## src/rtl/lift_step_seq.sv

```systemverilog
// lift_step_seq: 5/3 lifting-step sequencer driving the ram_r pixel RAMs.
// Sweeps idx 0..len-1 and reads left/right/odd at each index. It writes the
// predict or update result back to the odd RAM at the same index.
// Optional macro LIFT_SAT_EN saturates the result to the signed DW range
// instead of wrapping.
module lift_step_seq #(
  parameter int AW = 7,
  parameter int DW = 26
) (
  input  logic          clk,
  input  logic          rst_n,
  input  logic          start,
  input  logic          mode,
  input  logic [AW:0]   len,
  output logic [AW-1:0] pix_addr_l,
  output logic [AW-1:0] pix_addr_r,
  output logic [AW-1:0] pix_addr_odd,
  input  logic [DW-1:0] pix_dout_l,
  input  logic [DW-1:0] pix_dout_r,
  input  logic [DW-1:0] pix_dout_odd,
  output logic [DW-1:0] pix_din_odd,
  output logic          pix_we_odd,
  output logic [DW-1:0] pix_din_l,
  output logic [DW-1:0] pix_din_r,
  output logic          pix_we_l,
  output logic          pix_we_r,
  output logic          busy,
  output logic          done
);
  typedef enum logic [2:0] {IDLE, RD, WAIT, WR, FIN} state_t;
  localparam logic [AW:0] LEN_MAX = {1'b1, {AW{1'b0}}};
  localparam logic signed [DW+1:0] SAT_MAX = {3'b000, {(DW-1){1'b1}}};
  localparam logic signed [DW+1:0] SAT_MIN = {3'b111, {(DW-1){1'b0}}};
  state_t state_q, state_d;
  logic [AW-1:0] idx_q, idx_d;
  logic [AW:0] len_q, len_d;
  logic mode_q, mode_d, busy_q, busy_d, done_q, done_d, we_q, we_d;
  logic signed [DW-1:0] l_s, r_s, o_s, res;
  logic signed [DW:0] s;
  logic signed [DW+1:0] res_w;
  // Lifting arithmetic on the RAM read data; only consumed while in WR.
  always_comb begin
    l_s = pix_dout_l;
    r_s = pix_dout_r;
    o_s = pix_dout_odd;
    s = (DW+1)'(l_s) + (DW+1)'(r_s);
    res_w = mode_q ? (DW+2)'(o_s) + (((DW+2)'(s) + (DW+2)'(2)) >>> 2)
                   : (DW+2)'(o_s) - (DW+2)'(s >>> 1);
`ifdef LIFT_SAT_EN
    res = (res_w > SAT_MAX) ? DW'(SAT_MAX) : (res_w < SAT_MIN) ? DW'(SAT_MIN) : DW'(res_w);
`else
    res = DW'(res_w);
`endif
  end
  // Next-state logic for the sweep FSM; len is clamped to 2**AW when latched.
  always_comb begin
    state_d = state_q;
    idx_d = idx_q;
    len_d = len_q;
    mode_d = mode_q;
    busy_d = busy_q;
    done_d = 1'b0;
    case (state_q)
      IDLE: if (start) begin
        mode_d = mode;
        len_d = (len > LEN_MAX) ? LEN_MAX : len;
        idx_d = '0;
        busy_d = 1'b1;
        state_d = (len == '0) ? FIN : RD;
      end
      RD: state_d = WAIT;
      WAIT: state_d = WR;
      WR: begin
        state_d = ({1'b0, idx_q} == len_q - (AW+1)'(1)) ? FIN : RD;
        idx_d = (state_d == RD) ? idx_q + AW'(1) : idx_q;
      end
      FIN: begin
        state_d = IDLE;
        busy_d = 1'b0;
        done_d = 1'b1;
      end
      default: state_d = IDLE;
    endcase
    we_d = (state_d == WR);
  end
  // State and registered outputs; reset abandons any sweep in progress.
  always_ff @(posedge clk or negedge rst_n) begin
    if (!rst_n) begin
      state_q <= IDLE;
      idx_q <= '0;
      len_q <= '0;
      mode_q <= 1'b0;
      busy_q <= 1'b0;
      done_q <= 1'b0;
      we_q <= 1'b0;
    end else begin
      state_q <= state_d;
      idx_q <= idx_d;
      len_q <= len_d;
      mode_q <= mode_d;
      busy_q <= busy_d;
      done_q <= done_d;
      we_q <= we_d;
    end
  end
  assign pix_addr_l = idx_q;
  assign pix_addr_r = idx_q;
  assign pix_addr_odd = idx_q;
  assign pix_din_odd = (state_q == WR) ? res : '0;
  assign pix_we_odd = we_q;
  assign pix_din_l = '0;
  assign pix_din_r = '0;
  assign pix_we_l = 1'b0;
  assign pix_we_r = 1'b0;
  assign busy = busy_q;
  assign done = done_q;
endmodule

```

## config.mk

```make
export PLATFORM = sky130hd
export DESIGN_NAME = lift_step_seq
export DESIGN_NICKNAME = d
export VERILOG_FILES = /design/src/rtl/lift_step_seq.sv
export SDC_FILE = /design/constraint.sdc
export NUM_CORES = 1
export LEC_CHECK = 0
export BUFFER_PORTS_ARGS = -buffer_cell sky130_fd_sc_hd__buf_2
export CAP_MARGIN = 40
export CORE_ASPECT_RATIO = 0.7
export CORE_MARGIN = 5
export CORE_UTILIZATION = 30
export CTS_CLUSTER_DIAMETER = 100
export DETAILED_ROUTE_END_ITERATION = 16
export SLEW_MARGIN = 20
export SYNTH_ARGS = -nofsm -noshare
export SYNTH_HDL_FRONTEND = slang
export SYNTH_SLANG_ARGS = --single-unit
```

## constraint.sdc

```tcl
create_clock -name clk -period 6.32 [get_ports clk]
set_clock_uncertainty 0.2 [all_clocks]
set_input_delay 0.632 -clock clk [delete_from_list [all_inputs] [get_ports clk]]
set_output_delay 0.632 -clock clk [all_outputs]
set_load 0.01 [all_outputs]
```

==> flow_summary.json <==
{
  "cp.arrival_ps": 5460,
  "rr_startpoint": "len_q[2]$_DFFE_PN0P_",
  "drc": 0,
  "cts_sinks": 22,
  "r2r_slack_ps": 3450,
  "drv_slew": 0,
  "clock_path_buffers": 2,
  "die_y_um": 129,
  "ys_seq_area_frac": 0.0915,
  "start_util": 0.305,
  "internal_power_mw": 1.22,
  "synth_async_sr_flop_share": 1.00,
  "finalWirelength_um": 18400,
  "p_clk_frac": 0.055,
  "postCtsHoldBufs": 0,
  "clk_latency_ps": 250,
  "rows": 43,
  "reg2reg_depth": 9,
  "dpl.hpwl_um": 15800,
  "clock-root-buffer": "clkbuf_16",
  "ant_nets": 0,
  "pwr-share-seq": 0.102,
  "outcome": "finished clean",
  "dr_total_vias": 6304,
  "yosysUniqueCellTypes": 89,
  "numCtsBuffers": 3,
  "syn_area_per_cell_um2": 7.44,
  "max_clock_freq_mhz": 159,
  "dieArea_mm2": 0.0230,
  "pwr-share-comb": 0.843,
  "p_per_area_mw_per_mm2": 310,
  "synth_edf_count": 0,
  "yosys_warnings": 0,
  "routedWlPerCell_um": 14.0,
  "portBuffers": 139,
  "ys.flop_type": "dfrtp_1",
  "relSlewSlack": 0.518,
  "cts.reportedPaths.clkPinSlew_ps": 60,
  "timing.final.crit_period_ps": 6290,
  "overflow": 0,
  "finish.utilization": 0.395,
  "end_kind": "output pin",
  "antenna_found_initial": 2,
  "critPathKind": "in -> out",
  "worstReg2RegEnd": "pix_addr_l[5]$_DFFE_PN0P_",
  "first_iter_violations": 332,
  "via_per_inst": 4.81,
  "worst_slew_pin_slew_ps": 718,
  "placed_cells": 1301,
  "post_layout_nonfiller_instances": 1311,
  "holdWs_ps": 147,
  "min_period_over_period": 0.995,
  "switching_share": 0.495,
  "fin_nets": 1188,
  "syn_area_mm2": 0.00602,
  "die_w_um": 179,
  "hold_viol_final": 0,
  "grt_max_degree": 24,
  "critPathMaxFanout": 4,
  "grt_setup_unrepaired": "true",
  "setup_viol": 0,
  "vdd_ir_drop_max_v": 0.000199,
  "cts_max_level": 1,
  "maxCapViolCount": 0,
  "cp.required_ps": 5490,
  "grt_use_total": 0.148,
  "core_mm2": 0.0197,
  "first_pass_iters": 5,
  "netlist_instances": 809,
  "grt_pass1_wl_um": 28800,
  "synthToLayoutAreaGrowth_pct": 29.6,
  "first_global_vias": 5781,
  "ioPinCount": 194,
  "gp_congestion": 0.858,
  "p_switching_mw": 1.20,
  "cts_tree": "done",
  "synth_seq_cells": 22,
  "worstSetupStartpointType": "primary input",
  "p_leak_nw": 3.79,
  "worstHoldPathType": "in -> async",
  "layout-drive-gt1-share": 0.315
}
-- area by class of cell --
type / count / area [µm²]
repair buffers: 268 / 1680
multi-input cells: 728 / 5080
clock buffers: 3 / 75.1
diodes: 1 / 2.50
well taps: 270 / 338
fillers: 2109 / 11900
flip-flops and latches: 22 / 551
inverters: 19 / 71.3
-- power groups by stage --
| stage | Combinational (mW) | Clock [mW] | Sequential (mW) |
|---|---|---|---|
| floorplan | 1.33 | 0 | 0.223 |
| global placement | 1.94 | 0 | 0.247 |
| detailed placement | 1.96 | 0 | 0.249 |
| CTS | 1.99 | 0.134 | 0.247 |
| global route | 2.26 | 0.140 | 0.255 |
| finish | 2.04 | 0.133 | 0.247 |
-- layout by cell type, fill, tap and decap left out, drive strengths merged, types with 4 or more instances in the layout --
| cell | netlist | routed |
|---|---|---|
| o21bai | 5 | 5 |
| a21oi | 60 | 60 |
| o21a | 4 | 4 |
| nand3b | 9 | 9 |
| a21o | 31 | 31 |
| mux2i | 8 | 8 |
| o21ai | 45 | 45 |
| o2111ai | 4 | 4 |
| o211ai | 6 | 6 |
| nor2 | 76 | 76 |
| nand2b | 16 | 16 |
| and3 | 8 | 8 |
| dfrtp | 22 | 22 |
| buf | 79 | 268 |
| conb | 1 | 54 |
| a31oi | 8 | 8 |
| and4 | 6 | 6 |
| nor4 | 13 | 13 |
| nand4 | 14 | 14 |
| a211oi | 10 | 10 |
| or2 | 7 | 7 |
| nor2b | 12 | 12 |
| and2 | 9 | 9 |
| xnor2 | 63 | 63 |
| xor2 | 33 | 33 |
| o31ai | 5 | 5 |
| inv | 19 | 19 |
| ha | 54 | 54 |
| a211o | 5 | 5 |
| nand2 | 66 | 66 |
| or3 | 6 | 6 |
| a21boi | 4 | 4 |
| nor3 | 23 | 23 |
| nand3 | 20 | 20 |
-- registers in the layout (all words and copies together), names as in the netlist --
signal and count:
busy 1, done 1, len_q 8, mode_q 1, pix_addr_l 7, pix_we_odd 1, state_q 3
-- cells in the mapped netlist, types with 10 or more instances --
master / number / area, µm²
o21ai_0: 42 / 210
nand2_1: 66 / 248
xnor2_1: 61 / 534
inv_1: 19 / 71.3
nand4_1: 13 / 81.3
buf_4: 71 / 533
nor4_1: 10 / 62.6
nand2b_1: 16 / 100
a21oi_1: 57 / 285
nand3_1: 20 / 100
xor2_1: 32 / 280
nor2_1: 75 / 282
clkbuf_1: 14 / 52.6
a21o_1: 30 / 225
dfrtp_1: 22 / 551
nor2b_1: 11 / 68.8
nor3_1: 22 / 110
ha_1: 54 / 676
-- logic make-up (layout without fill, tap and decap cells) --
logic type | after synthesis | after routing | share of synthesized area
muxes | 10 | 10 | 0.0170
DFF | 22 | 22 | 0.0915
and+or+nand+nor | 299 | 299 | 0.263
other | 1 | 55 | 0.000623
xor gates and xnor gates | 96 | 96 | 0.145
adders and majority gates | 56 | 56 | 0.119
AOI/OAI and AO/OA | 213 | 213 | 0.245
buffers and inverters | 112 | 290 | 0.118
-- per-stage QoR --
| stage | worst slack, ps | setup TNS, ps | area [µm²] | total power, mW |
|---|---|---|---|---|
| global placement | -196 | -333 | 7530 | 2.19 |
| floorplan | 211 | 0 | 6220 | 1.55 |
| finish | 30.8 | 0 | 7800 | 2.42 |
| CTS | 15.8 | 0 | 7640 | 2.37 |
| detailed placement | -200 | -334 | 7540 | 2.21 |
| global route | -246 | -498 | 7800 | 2.65 |
-- worst max-delay path, cell delays in order --
cell      delay [ps]
buf_6             90
and2_4           150
fa_2             370
a211oi_4         300
o21ai_2          100
or2_1            240
a211o_1          280
a211o_1          310
or4_4            540
nor2b_4          180
xor2_1           150
o21ai_0           90
ha_1             320
a21oi_1          140
o21bai_1          90
nor2b_1          140
a211o_1          300
o311a_1          350
o21ai_2          170
xnor2_2          140
nand3_1           80
nor3b_2          170
buf_2            130
-- how the worst max path moves through the flow --
stage	depth (start not counted)	from	slack, ps	endpoint
2_1_floorplan	22	pix_dout_l[0]	210	pix_din_odd[25]
3_3_place_gp	23	pix_dout_l[0]	-200	pix_din_odd[25]
3_5_place_dp	23	pix_dout_l[0]	-200	pix_din_odd[25]
4_1_cts	24	pix_dout_l[0]	20	pix_din_odd[25]
5_1_grt	23	pix_dout_l[0]	-250	pix_din_odd[25]
6_report	23	pix_dout_l[0]	30	pix_din_odd[25]
-- routing by layer --
| metal | wire (µm) | GRT usage | share of wire |
|---|---|---|---|
| met1 | 9660 | 0.237 | 0.53 |
| met2 | 7690 | 0.219 | 0.42 |
| met3 | 967 | 0.0203 | 0.053 |
| met4 | 21 | 0.00403 | 0.0011 |
| met5 | 25 | 0 | 0.0014 |
-- repair_timing --
action | 4_1_cts | 5_1_grt
pin swaps | 3 | 16
setup endpoints to repair | 3 | 9
resized for setup | 7 | 26
setup buffers | 1 | 5
No activity file was read; power rests on OpenSTA's default activity.
